==> src/rtl/muldiv_pkg.sv <==
// Shared encodings and op-decoding helpers for the iterative RV32M multiply/divide unit.
package muldiv_pkg;

  localparam logic [2:0] OP_MUL    = 3'd0;
  localparam logic [2:0] OP_MULH   = 3'd1;
  localparam logic [2:0] OP_MULHSU = 3'd2;
  localparam logic [2:0] OP_MULHU  = 3'd3;
  localparam logic [2:0] OP_DIV    = 3'd4;
  localparam logic [2:0] OP_DIVU   = 3'd5;
  localparam logic [2:0] OP_REM    = 3'd6;
  localparam logic [2:0] OP_REMU   = 3'd7;

  typedef enum logic [1:0] {
    S_IDLE = 2'd0,
    S_CALC = 2'd1,
    S_FIX  = 2'd2
  } state_e;

  function automatic logic is_div(input logic [2:0] op);
    return op[2];
  endfunction

  // MUL keeps only the low half, which is identical for signed and unsigned operands.
  function automatic logic is_signed_a(input logic [2:0] op);
    return (op == OP_MULH) || (op == OP_MULHSU) || (op == OP_DIV) || (op == OP_REM);
  endfunction

  function automatic logic is_signed_b(input logic [2:0] op);
    return (op == OP_MULH) || (op == OP_DIV) || (op == OP_REM);
  endfunction

endpackage

==> src/rtl/muldiv_operand_cond.sv <==
// Two-lane conditional negator: magnitude plus sign flag for signed inputs, or a forced
// negation via the flip inputs when applying the final sign correction.
module muldiv_operand_cond #(
  parameter int unsigned Width = 32
) (
  input  logic [Width-1:0] a_i,
  input  logic [Width-1:0] b_i,
  input  logic             a_signed_i,
  input  logic             b_signed_i,
  input  logic             a_flip_i,
  input  logic             b_flip_i,
  output logic [Width-1:0] a_mag_o,
  output logic [Width-1:0] b_mag_o,
  output logic             a_neg_o,
  output logic             b_neg_o
);

  always_comb begin
    a_neg_o = a_signed_i & a_i[Width-1];
    b_neg_o = b_signed_i & b_i[Width-1];
    a_mag_o = (a_neg_o ^ a_flip_i) ? ((~a_i) + Width'(1)) : a_i;
    b_mag_o = (b_neg_o ^ b_flip_i) ? ((~b_i) + Width'(1)) : b_i;
  end

endmodule

==> src/rtl/muldiv_unit.sv <==
// Iterative radix-2 RV32M multiply/divide unit, one bit per cycle on operand magnitudes.
// Optional MULDIV_EARLY_OUT_EN: zero divisor/multiplier and signed overflow bypass CALC.
module muldiv_unit
  import muldiv_pkg::*;
#(
  parameter int unsigned XLEN = 32
) (
  input  logic            clk,
  input  logic            rst,
  input  logic            start,
  input  logic [2:0]      op,
  input  logic [XLEN-1:0] a,
  input  logic [XLEN-1:0] b,
  input  logic [4:0]      rd_in,
  input  logic            flush,
  output logic            busy,
  output logic            done,
  output logic [4:0]      rd_out,
  output logic [XLEN-1:0] result
);

  localparam int unsigned CntW = $clog2(XLEN);

  state_e          state_q, state_d;
  logic [CntW-1:0] cnt_q, cnt_d;
  logic [2:0]      op_q, op_d;
  logic [4:0]      rd_q, rd_d;
  logic            sign_a_q, sign_a_d;
  logic            sign_b_q, sign_b_d;
  // hi/lo: product halves for multiply, remainder/quotient for divide.
  logic [XLEN-1:0] hi_q, hi_d;
  logic [XLEN-1:0] lo_q, lo_d;
  logic [XLEN-1:0] opnd_q, opnd_d;
  logic            done_q, done_d;
  logic [4:0]      rd_out_q, rd_out_d;
  logic [XLEN-1:0] result_q, result_d;

  logic [XLEN-1:0] abs_a, abs_b;
  logic            sgn_a, sgn_b;

  muldiv_operand_cond #(
    .Width (XLEN)
  ) u_cond_in (
    .a_i        (a),
    .b_i        (b),
    .a_signed_i (is_signed_a(op)),
    .b_signed_i (is_signed_b(op)),
    .a_flip_i   (1'b0),
    .b_flip_i   (1'b0),
    .a_mag_o    (abs_a),
    .b_mag_o    (abs_b),
    .a_neg_o    (sgn_a),
    .b_neg_o    (sgn_b)
  );

  logic [XLEN:0]   mul_sum;
  logic [XLEN-1:0] mul_hi_nxt, mul_lo_nxt;
  logic [XLEN:0]   div_shift, div_diff;
  logic            div_ge;
  logic [XLEN-1:0] div_hi_nxt, div_lo_nxt;

  always_comb begin
    mul_sum    = {1'b0, hi_q} + (lo_q[0] ? {1'b0, opnd_q} : '0);
    mul_hi_nxt = mul_sum[XLEN:1];
    mul_lo_nxt = {mul_sum[0], lo_q[XLEN-1:1]};
    // Restoring division: the borrow bit tells whether the divisor fits.
    div_shift  = {hi_q, lo_q[XLEN-1]};
    div_diff   = div_shift - {1'b0, opnd_q};
    div_ge     = ~div_diff[XLEN];
    div_hi_nxt = div_ge ? div_diff[XLEN-1:0] : div_shift[XLEN-1:0];
    div_lo_nxt = {lo_q[XLEN-2:0], div_ge};
  end

  logic [2*XLEN-1:0] fix_a_in, fix_b_in, fix_a_out, fix_b_out;
  logic              fix_neg_a, fix_neg_b;

  always_comb begin
    fix_a_in = is_div(op_q) ? {{XLEN{1'b0}}, lo_q} : {hi_q, lo_q};
    fix_b_in = {{XLEN{1'b0}}, hi_q};
  end

  muldiv_operand_cond #(
    .Width (2 * XLEN)
  ) u_cond_fix (
    .a_i        (fix_a_in),
    .b_i        (fix_b_in),
    .a_signed_i (1'b0),
    .b_signed_i (1'b0),
    .a_flip_i   (sign_a_q ^ sign_b_q),
    .b_flip_i   (sign_a_q),
    .a_mag_o    (fix_a_out),
    .b_mag_o    (fix_b_out),
    .a_neg_o    (fix_neg_a),
    .b_neg_o    (fix_neg_b)
  );

  logic unused_fix;
  assign unused_fix = ^{fix_b_out[2*XLEN-1:XLEN], fix_neg_a, fix_neg_b};

  logic            div_zero;
  logic [XLEN-1:0] fix_result;

  always_comb begin
    div_zero   = (opnd_q == '0);
    fix_result = fix_b_out[XLEN-1:0];
    case (op_q)
      OP_MUL:                       fix_result = fix_a_out[XLEN-1:0];
      OP_MULH, OP_MULHSU, OP_MULHU: fix_result = fix_a_out[2*XLEN-1:XLEN];
      // A zero divisor yields all ones regardless of the dividend sign.
      OP_DIV, OP_DIVU:              fix_result = div_zero ? '1 : fix_a_out[XLEN-1:0];
      default:                      fix_result = fix_b_out[XLEN-1:0];
    endcase
  end

`ifdef MULDIV_EARLY_OUT_EN
  logic b_zero, div_ovf, early_out;
  always_comb begin
    b_zero    = (b == '0);
    div_ovf   = is_div(op) && is_signed_b(op) && (a == {1'b1, {(XLEN-1){1'b0}}}) && (b == '1);
    early_out = b_zero | div_ovf;
  end
`endif

  always_comb begin
    state_d  = state_q;
    cnt_d    = cnt_q;
    op_d     = op_q;
    rd_d     = rd_q;
    sign_a_d = sign_a_q;
    sign_b_d = sign_b_q;
    hi_d     = hi_q;
    lo_d     = lo_q;
    opnd_d   = opnd_q;
    done_d   = 1'b0;
    rd_out_d = rd_out_q;
    result_d = result_q;

    unique case (state_q)
      S_IDLE: begin
        if (start && !flush) begin
          state_d  = S_CALC;
          cnt_d    = '0;
          op_d     = op;
          rd_d     = rd_in;
          sign_a_d = sgn_a;
          sign_b_d = sgn_b;
          hi_d     = '0;
          lo_d     = is_div(op) ? abs_a : abs_b;
          opnd_d   = is_div(op) ? abs_b : abs_a;
`ifdef MULDIV_EARLY_OUT_EN
          // Preload hi/lo so FIX produces the architected special-case values.
          if (early_out) begin
            state_d = S_FIX;
            hi_d    = (is_div(op) && b_zero) ? abs_a : '0;
            lo_d    = (is_div(op) && !b_zero) ? abs_a : '0;
          end
`endif
        end
      end
      S_CALC: begin
        if (flush) begin
          state_d = S_IDLE;
        end else begin
          hi_d  = is_div(op_q) ? div_hi_nxt : mul_hi_nxt;
          lo_d  = is_div(op_q) ? div_lo_nxt : mul_lo_nxt;
          cnt_d = cnt_q + CntW'(1);
          if (cnt_q == CntW'(XLEN - 1)) begin
            state_d = S_FIX;
          end
        end
      end
      S_FIX: begin
        state_d = S_IDLE;
        if (!flush) begin
          result_d = fix_result;
          rd_out_d = rd_q;
          done_d   = 1'b1;
        end
      end
      default: state_d = S_IDLE;
    endcase
  end

  always_ff @(posedge clk) begin
    if (rst) begin
      state_q  <= S_IDLE;
      cnt_q    <= '0;
      op_q     <= '0;
      rd_q     <= '0;
      sign_a_q <= 1'b0;
      sign_b_q <= 1'b0;
      hi_q     <= '0;
      lo_q     <= '0;
      opnd_q   <= '0;
      done_q   <= 1'b0;
      rd_out_q <= '0;
      result_q <= '0;
    end else begin
      state_q  <= state_d;
      cnt_q    <= cnt_d;
      op_q     <= op_d;
      rd_q     <= rd_d;
      sign_a_q <= sign_a_d;
      sign_b_q <= sign_b_d;
      hi_q     <= hi_d;
      lo_q     <= lo_d;
      opnd_q   <= opnd_d;
      done_q   <= done_d;
      rd_out_q <= rd_out_d;
      result_q <= result_d;
    end
  end

  assign busy   = (state_q != S_IDLE);
  assign done   = done_q;
  assign rd_out = rd_out_q;
  assign result = result_q;

endmodule

==> config.mk <==
export PLATFORM = sky130hd
export DESIGN_NAME = muldiv_unit
export DESIGN_NICKNAME = d
export VERILOG_FILES = /design/src/rtl/muldiv_pkg.sv /design/src/rtl/muldiv_operand_cond.sv /design/src/rtl/muldiv_unit.sv
export SDC_FILE = /design/constraint.sdc
export NUM_CORES = 1
export LEC_CHECK = 0
export ABC_AREA = 1
export BUFFER_PORTS_ARGS = -buffer_cell sky130_fd_sc_hd__buf_2
export CELL_PAD_IN_SITES_DETAIL_PLACEMENT = 1
export CELL_PAD_IN_SITES_GLOBAL_PLACEMENT = 2
export CORE_ASPECT_RATIO = 0.5
export CORE_UTILIZATION = 29
export CTS_CLUSTER_SIZE = 28
export DETAILED_ROUTE_END_ITERATION = 10
export GPL_ROUTABILITY_DRIVEN = 0
export PLACE_DENSITY = 0.8
export REMOVE_ABC_BUFFERS = 1
export SYNTH_ARGS = -nofsm -noshare
export SYNTH_HDL_FRONTEND = slang
export SYNTH_SLANG_ARGS = --single-unit
==> constraint.sdc <==
create_clock -name clk -period 2.5 [get_ports clk]
set_clock_uncertainty 0.1 [all_clocks]
set_input_delay 0.75 -clock clk [delete_from_list [all_inputs] [get_ports clk]]
set_output_delay 0.75 -clock clk [all_outputs]
set_load 0.02 [all_outputs]
-- Word level (Yosys, flattened, before mapping)
Cells that the tools add are included.
- register bits after elaboration: 151
- bits of input ports: 76
- word-level logic and storage cells: 90
- add/sub/neg operators: 7
- equality and inequality tests: 15
- muxes and demuxes: 27
- bitwise logic cells: 10
- reductions and logical operators: 19
- operators with widths (cell ; count):
    $mux 32 ; 14
    $mux 64 ; 2
    $pmux 32 s2 ; 2
    $add 32x1->32 const B ; 3
    $not 32->32 ; 3
    $pmux 32 s3 ; 1
    $add 64x1->64 const B ; 1
    $not 64->64 ; 1
    $add 32x32->33 ; 1
    $sub 33x32->33 ; 1
    $logic_not 32->1 ; 1
    $eq 3x3->1 const B ; 4
    $mux 5 ; 2
    $pmux 5 s2 ; 1
    $eq 3x2->1 const B ; 3
    $eq 3x1->1 const B ; 2
    $mux 2 ; 3
    $reduce_and 2->1 ; 3
    $add 5x1->5 const B ; 1
    $eq 5x5->1 const B ; 1
    $logic_or 1x1->1 ; 5
    $ne 2x2->1 const B ; 2
    $pmux 2 s2 ; 1
    $reduce_bool 2->1 ; 2
    other kinds (14) ; 18

-- Longest topological paths before layout
Gate-level depths: netlist of the first run.
- word-level depth: 9
- gate-level depth with buffers: 20
- depth with buffers taken out: 19

-- Modules after synthesis
From an unflattened synthesis of the first run, not the netlist that was laid out.
- cells, all modules: 3656
- area total of the unflattened synthesis: 19844.0 um^2
- modules (own cells, without submodules) (module ; times used ; cells an instance ; area an instance (um^2)):
    muldiv_unit ; 1 ; 2216 ; 12904.9
    muldiv_operand_cond (u_cond_fix) ; 1 ; 970 ; 4740.8
    muldiv_operand_cond (u_cond_in) ; 1 ; 470 ; 2198.4

-- Worst setup path after synthesis of the first run
OpenSTA, ideal clock, no wires.
- kind: register to register
- from: register lo_q[0]
- to: register hi_q[27]
- arrival time: 2409 ps
- path slack: -79 ps
- stages on the path, launching flop included: 19
- path buffers: 2
- clock period less this slack: 2579 ps
- path through: dfxtp_1 > buf_6 > clkbuf_1 > nand2_1 > inv_1 > ha_1 > inv_1 > fa_1 > o21ai_2 > nand2_1 > nand2_1 > nand2_1 > nand2_1 > nand3_1 > a21oi_1 > nor2_1 > nor2_1 > nand2_1 > a21oi_1
- cells in the longest elaborated chain, start to end: 5
- ends and longest elaborated chain (element ; RTL line ; text):
    start, declared ; muldiv_unit.sv:32 ; logic [XLEN-1:0] lo_q, lo_d;
    start signal, assigned ; muldiv_unit.sv:206 ; lo_q <= lo_d;
    $mux 32 ; muldiv_unit.sv:63 ; mul_sum = {1'b0, hi_q} + (lo_q[0] ? {1'b0, opnd_q} : '0);
    $add 32x32->33 ; muldiv_unit.sv:63 ;
    $mux 32 ; muldiv_unit.sv:164 ; hi_d = is_div(op_q) ? div_hi_nxt : mul_hi_nxt;
    $mux 32 ; muldiv_unit.sv:161 ; if (flush) begin
    $pmux 32 s2 ; muldiv_unit.sv:138 ; unique case (state_q)
    end signal, assigned ; muldiv_unit.sv:205 ; hi_q <= hi_d;
    end, declared ; muldiv_unit.sv:31 ; logic [XLEN-1:0] hi_q, hi_d;
Every way passes these cells. The select of a mux whose other input is x is not followed.
A chain may end at the register's enable or synchronous reset.

-- Worst setup path after layout of the first run
- from: register lo_q[31]
- to: register hi_q[13]
- cells in the longest elaborated chain, start to end: 5
- ends and longest elaborated chain (element ; RTL line ; text):
    $sub 33x32->33 ; muldiv_unit.sv:68 ; div_diff = div_shift - {1'b0, opnd_q};
    $mux 32 ; muldiv_unit.sv:70 ; div_hi_nxt = div_ge ? div_diff[XLEN-1:0] : div_shift[XLEN-1:0];
    $mux 32 ; muldiv_unit.sv:164 ;
    $mux 32 ; muldiv_unit.sv:161 ;
    $pmux 32 s2 ; muldiv_unit.sv:138 ;
Every way passes these cells. The select of a mux whose other input is x is not followed.

==> flow_metrics.env, run 1 <==
export IMPL_first_pass_iters=5
export IMPL_synth_avg_cell_area_um2=5.55
export IMPL_ys_async_sr_fraction_pct=0
export IMPL_startpoint="lo_q[31]"
export IMPL_power_leakage_nw=12.2
export IMPL_power_per_cell_area_nw_per_um2=412
export IMPL_power_mw=10.2
export IMPL_hold_start="rd_q[1]"
export IMPL_cp_start_kind="register"
export IMPL_power_share_clock_pct=26.5
export IMPL_cts_hold_buf=0
export IMPL_critical_path_arrival_ns=3.01
export IMPL_h_tree_depth=4
export IMPL_setup_viol=36
export IMPL_holdCritPathClass="register to register"
export IMPL_setup_slack_ns=-0.209
export IMPL_clock_latency_ns=0.49
export IMPL_cts_sinks=151
export IMPL_clock_fmax_mhz=369
export IMPL_synth_distinct_cells=62
export IMPL_rsz0062_at_grt="true"
export IMPL_crit_type="register to register"
export IMPL_wl_per_cell_um=21.5
export IMPL_yosys_most_used_dff="dfxtp_1"
export IMPL_vias=23700
export IMPL_coreArea_um2=58200
export IMPL_cts_buffer_depth=2
export IMPL_rows=62
export IMPL_antenna_found_initial=3
export IMPL_final_max_slew_viol_count=0
export IMPL_pwr_share_seq_pct=26.0
export IMPL_status="complete, but fails checks"
export IMPL_dieHeight_um=175
export IMPL_grt_pass1_wl_um=141000
export IMPL_postSynthCellCount=3121
export IMPL_wl_um=95300
export IMPL_synth_area_um2=17300
export IMPL_period_needed_ns=2.71
export IMPL_drive_gt1_share_pct=30.6
export IMPL_worst_slew_pin_slew_ns=0.784
export IMPL_cts_tree="built"
export IMPL_fin_crit_sh_pct=108
export IMPL_grt_max_degree=42
export IMPL_postRouteAntennaNets=0
export IMPL_synth_edff_count=0
export IMPL_grtUsageTotal_pct=30.5
export IMPL_cp_end_kind="register"
export IMPL_ir_worst_vdd_v=0.000400
export IMPL_finalNetCount=3794
export IMPL_drv_cap=0
export IMPL_violations="setup timing"
export IMPL_intPower_mw=5.68
export IMPL_overflow=0
export IMPL_boundaryPins=115
export IMPL_portBuffers=114
export IMPL_die_area_um2=60800
export IMPL_critPathRequiredTime_ns=2.80
export IMPL_rrSetupSlack_ns=-0.21
export IMPL_yosysSeqAreaShare_pct=17.5
export IMPL_maxSlewHeadroom_pct=47.6
export IMPL_numCtsBuffers=17
export IMPL_area_delta_synth_final_pct=43.2
export IMPL_drtIter0Drc=2090
export IMPL_r2r_start="lo_q[31]"
export IMPL_die_w_um=348
export IMPL_whs_ns=0.350
export IMPL_remaining_drc_errors=0
export IMPL_grt_pass1_vias=23400
export IMPL_yosysWarnings=0
export IMPL_p_switching_mw=4.54
export IMPL_dp_hpwl_um=76000
export IMPL_combPwrFrac_pct=47.6
export IMPL_num_antenna_cells=0
export IMPL_hold_viol_final=0
export IMPL_vias_per_cell=5.35
export IMPL_worstPathMaxFanout=7
export IMPL_clk_pin_slew_ns=0.07
export IMPL_clock_root_buffer="clkbuf_16"
export IMPL_initial_core_util_pct=29.8
export IMPL_synth_seq_cells=151
export IMPL_netSwitchingFraction_pct=44.4
[cells in the final DEF (no fill, tap or decap), drive strengths merged, types with 2 or more instances in the layout]
| master | count |
|---|---|
| a211oi | 3 |
| o2111ai | 2 |
| a31oi | 18 |
| dfxtp | 151 |
| clkinv | 5 |
| o21bai | 10 |
| nand3b | 8 |
| a21oi | 272 |
| fa | 2 |
| o31ai | 7 |
| inv | 438 |
| o21ai | 222 |
| nand2 | 937 |
| nor2 | 342 |
| o22ai | 5 |
| or2 | 21 |
| nand4 | 42 |
| o211ai | 25 |
| o221ai | 3 |
| clkbuf | 21 |
| and2 | 3 |
| clkinvlp | 3 |
| xor2 | 74 |
| nand3 | 272 |
| ha | 70 |
| o21a | 7 |
| nor3 | 37 |
| a21o | 7 |
| a22oi | 9 |
| nor4 | 4 |
| xnor2 | 14 |
| buf | 616 |
[power groups by stage]
| stage | Clock (mW) | Sequential (mW) | Combinational [mW] |
|---|---|---|---|
| 2_1_floorplan | 0 | 2.66 | 2.05 |
| 3_3_place_gp | 0 | 2.69 | 3.96 |
| 5_1_grt | 2.81 | 2.66 | 5.19 |
| 3_5_place_dp | 0 | 2.70 | 4.05 |
| 6_report | 2.71 | 2.65 | 4.86 |
| 4_1_cts | 2.71 | 2.64 | 4.34 |
[kinds of logic (layout without fill, tap and decap cells)]
| kind of cell | count (synthesis) | after routing | synth area share, % |
|---|---|---|---|
| buffers and inverters | 547 | 1084 | 12.8 |
| and+or+nand+nor | 1668 | 1669 | 40.8 |
| adders and majority gates | 72 | 72 | 5.29 |
| xor gates and xnor gates | 88 | 88 | 4.45 |
| AOI/OAI and AO/OA | 595 | 595 | 19.1 |
| DFF | 151 | 151 | 17.5 |
[sequential cells by signal, indices dropped and copies added (netlist names)]
register / count
state_q: 2
sign_b_q: 1
op_q: 3
lo_q: 32
hi_q: 32
rd_q: 5
opnd_q: 32
cnt_q: 5
done: 1
sign_a_q: 1
result: 32
rd_out: 5
[per-stage QoR]
step	util, %	cell area, µm²	std cells	setup TNS, ns	setup slack (ns)
3_5_place_dp	37.7	21900	4355	-18.60	-0.366
5_1_grt	42.6	24800	4427	-9.55	-0.307
3_3_place_gp	37.7	21900	4355	-13.31	-0.296
6_report	42.6	24800	4427	-4.37	-0.209
4_1_cts	40.6	23600	4407	-1.36	-0.0771
2_1_floorplan	-	16700	3007	-177.56	-2.67
[what timing repair did]
item / 4_1_cts / 5_1_grt
pin swaps: 41 / 82
cloned: 3 / 3
endpoints found under the hold margin: 0 / 0
buffers inserted: 17 / 20
resized for setup: 244 / 273
endpoints found under the setup margin: 49 / 64
[critical path, stage by stage (launching register included)]
cell	delay [ns]
dfxtp_2	0.34
inv_2	0.06
ha_4	0.16
fa_2	0.38
inv_2	0.10
nand2_2	0.05
nand2_2	0.08
nand3_2	0.09
nand2_2	0.12
nand2_2	0.07
nand2_4	0.11
nand2_8	0.08
nand2_8	0.10
nand2_8	0.07
nand2_8	0.15
buf_12	0.15
nand2_1	0.05
nand3_1	0.10
nand3_1	0.11
a21oi_2	0.16
[metal layers]
metal / part of all wire, % / global-route usage (%) / up-vias / routed length (µm)
met2: 43 / 47.2 / 794 / 40800
li1: - / - / 11100 / -
met4: 2.6 / 7.60 / 0 / 2450
met5: 0 / 0 / - / 0
met3: 8.7 / 7.46 / 129 / 8300
met1: 46 / 42.1 / 11600 / 43700
[Yosys cell counts (17+ instances only)]
cell | instances | area share (%)
a31oi_1 | 17 | 0.61
o21ai_0 | 187 | 5.4
nor3_1 | 34 | 0.98
buf_2 | 21 | 0.61
ha_1 | 70 | 5.1
nor2_1 | 322 | 7.0
xor2_1 | 74 | 3.7
nand2_2 | 23 | 0.83
dfxtp_1 | 151 | 17
nand4_1 | 42 | 1.5
nand2_1 | 910 | 20
clkbuf_1 | 65 | 1.4
buf_6 | 17 | 1.1
o211ai_1 | 25 | 1.1
inv_1 | 409 | 8.9
a21oi_1 | 264 | 7.6
inv_2 | 22 | 0.48
o21ai_1 | 28 | 0.81
nand3_1 | 269 | 7.8
[cell type report]
cell class,instances,area (µm²)
inverters,433,1650
clock buffers,19,453
multi-input cells,2424,13800
fillers,7835,33400
repair buffers,619,4720
well taps,768,961
flip-flops and latches,151,3100
clock inverters,13,110
[path summary, 6_finish.rpt]
path / cells after the start / to
min reg2reg: 2 / rd_q[1]
max reg2reg: 19 / hi_q[13]
min: 2 / rd_q[1]
max: 19 / hi_q[13]
No activity file was read; power rests on OpenSTA's default activity.
==> inputs of run 2 (changes only) <==
CORE_UTILIZATION = 30   (was 29)
CTS_BUF_LIST = sky130_fd_sc_hd__clkbuf_4 sky130_fd_sc_hd__clkbuf_8   (was not set)
PLACE_DENSITY = 0.82   (was 0.8)
==> flow_metrics.env, run 2 (synthesized netlist as in run 1, its figures left out) <==
export IMPL_status="complete, but fails checks"
export IMPL_violations="setup timing"
export IMPL_clk_pin_slew_ns=0.10
export IMPL_rows=61
export IMPL_vias_per_cell=5.35
export IMPL_grtUsageTotal_pct=31.2
export IMPL_final_cell_mix="nand2_1 (838), buf_4 (496), inv_1 (381)"
export IMPL_worst_slew_pin_slew_ns=0.726
export IMPL_overflow=0
export IMPL_h_tree_depth=4
export IMPL_setup_slack_ns=-0.161
export IMPL_dp_hpwl_um=76400
export IMPL_cp_end_kind="register"
export IMPL_postRouteAntennaNets=0
export IMPL_critPathRequiredTime_ns=2.87
export IMPL_boundaryPins=115
export IMPL_fin_area_um2=24400
export IMPL_final_max_slew_viol_count=0
export IMPL_drtIter0Drc=1990
export IMPL_clock_latency_ns=0.54
export IMPL_wl_um=95100
export IMPL_area_delta_synth_final_pct=41.0
export IMPL_cts_sinks=151
export IMPL_intPower_mw=5.14
export IMPL_drv_cap=0
export IMPL_vias=23800
export IMPL_cts_hold_buf=0
export IMPL_maxSlewHeadroom_pct=51.6
export IMPL_coreArea_um2=56300
export IMPL_cts_tree="built"
export IMPL_die_w_um=342
export IMPL_remaining_drc_errors=0
export IMPL_worstPathMaxFanout=18
export IMPL_max_stage_delay_ns=0.35
export IMPL_power_per_cell_area_nw_per_um2=393
export IMPL_power_leakage_nw=12.1
export IMPL_dieHeight_um=172
export IMPL_cts_buffer_depth=2
export IMPL_pwr_share_seq_pct=27.5
export IMPL_cp_start_kind="register"
export IMPL_initial_core_util_pct=30.8
export IMPL_crit_path_cell_trace="buf_12, nand2_1, inv_2, ha_4, nand2_1, nor2_1, inv_1, nor2_2, nand4_1, nand3_1, nand2_1, nand3_1, nand2_1, o21bai_1, a21oi_1"
export IMPL_holdCritPathClass="input port to register"
export IMPL_p_switching_mw=4.45
export IMPL_grt_max_degree=68
export IMPL_place_area_um2=22200
export IMPL_clock_root_buffer="clkbuf_8"
export IMPL_slowest_stage="dfxtp_2"
export IMPL_path_delay_family="simple AND/OR/NAND/NOR gates"
export IMPL_rsz0062_at_grt="true"
export IMPL_first_pass_iters=7
export IMPL_grt_pass1_vias=23200
export IMPL_critical_path_arrival_ns=3.03
export IMPL_worst_path_buf_inv=3
export IMPL_power_share_clock_pct=21.5
export IMPL_finalNetCount=3817
export IMPL_grt_pass1_wl_um=139000
export IMPL_crit_type="register to register"
export IMPL_combPwrFrac_pct=51.0
export IMPL_ir_worst_vdd_v=0.000310
export IMPL_final_common_cell="nand2_1"
export IMPL_drive_gt1_share_pct=29.5
export IMPL_fin_crit_sh_pct=106
export IMPL_die_area_um2=58700
export IMPL_placedCellCount=4369
export IMPL_netSwitchingFraction_pct=46.4
export IMPL_clock_fmax_mhz=376
export IMPL_final_cell_count_no_fill=4440
export IMPL_period_needed_ns=2.66
export IMPL_portBuffers=114
export IMPL_hold_viol_final=0
export IMPL_setup_viol=37
export IMPL_antenna_found_initial=4
export IMPL_numCtsBuffers=17
export IMPL_wl_per_cell_um=21.4
export IMPL_whs_ns=0.334
export IMPL_cpMostUsedCell="nand2_1"
==> run 2: changes by cell type in the layout (fill, tap and decap cells not counted), moves of 11 or more <==
cell,previous run,this run
nand2_1,818,838
nand3_1,217,232
nand2_2,91,77
o21ai_0,155,171
buf_4,465,496
clkbuf_8,2,19
nand3_2,47,34
o21ai_1,49,38
clkbuf_16,19,0
==> run 2: path summary, 6_finish.rpt <==
kind                 start       end  cells after the start  slack, ns
setup / recovery   lo_q[0]  hi_q[18]                     15      -0.16
hold / removal    rd_in[3]   rd_q[3]                      3       0.33
setup reg to reg   lo_q[0]  hi_q[18]                     15      -0.16
hold reg to reg    rd_q[4]   rd_q[4]                      2       0.35
==> run 2: final cells by class <==
class	count	area, µm²
tap	756	946
multi-input combinational	2425	13500
fill	7620	31800
sequential	151	3100
inverter	433	1640
clock inverter	13	125
timing repair buffer	641	4840
clock buffer	19	262
antenna	2	5.00
==> run 2: timing repair <==
action,CTS,global route
endpoints found under the setup margin,53,59
setup buffers,16,19
gates resized for setup,142,260
pin swaps,41,67
gates cloned,5,0
==> run 2: layer usage <==
layer | vias up | routed length [µm] | track usage (%)
met4 | 2 | 2320 | 7.95
met5 | - | 161 | 2.00
met2 | 875 | 40800 | 48.5
met3 | 135 | 8820 | 7.52
met1 | 11600 | 42900 | 42.7
li1 | 11200 | - | -
==> run 2: through the flow <==
step / TNS [ns] / power, mW / util, % / setup slack (ns)
after floorplan: -177.56 / 4.71 / - / -2.67
final: -2.76 / 9.59 / 43.4 / -0.161
after detailed placement: -17.98 / 6.81 / 39.4 / -0.360
after global placement: -12.77 / 6.71 / 39.4 / -0.287
after CTS: -2.99 / 9.24 / 41.4 / -0.126
after global routing: -7.21 / 10.0 / 43.4 / -0.250
==> run 2: power by group through the flow <==
| stage | sequential (mW) | combinational (mW) | clock (mW) |
|---|---|---|---|
| 2_1_floorplan | 2.66 | 2.05 | 0 |
| 3_3_place_gp | 2.68 | 4.03 | 0 |
| 3_5_place_dp | 2.68 | 4.12 | 0 |
| 4_1_cts | 2.63 | 4.53 | 2.09 |
| 5_1_grt | 2.65 | 5.20 | 2.18 |
| 6_report | 2.64 | 4.89 | 2.06 |
==> run 2: worst register-to-register path: stages, from the launching register on <==
cell and delay (ns):
dfxtp_2 0.35, buf_12 0.15, nand2_1 0.16, inv_2 0.09
ha_4 0.29, nand2_1 0.12, nor2_1 0.16, inv_1 0.11
nor2_2 0.17, nand4_1 0.18, nand3_1 0.13, nand2_1 0.06
nand3_1 0.13, nand2_1 0.09, o21bai_1 0.17, a21oi_1 0.13
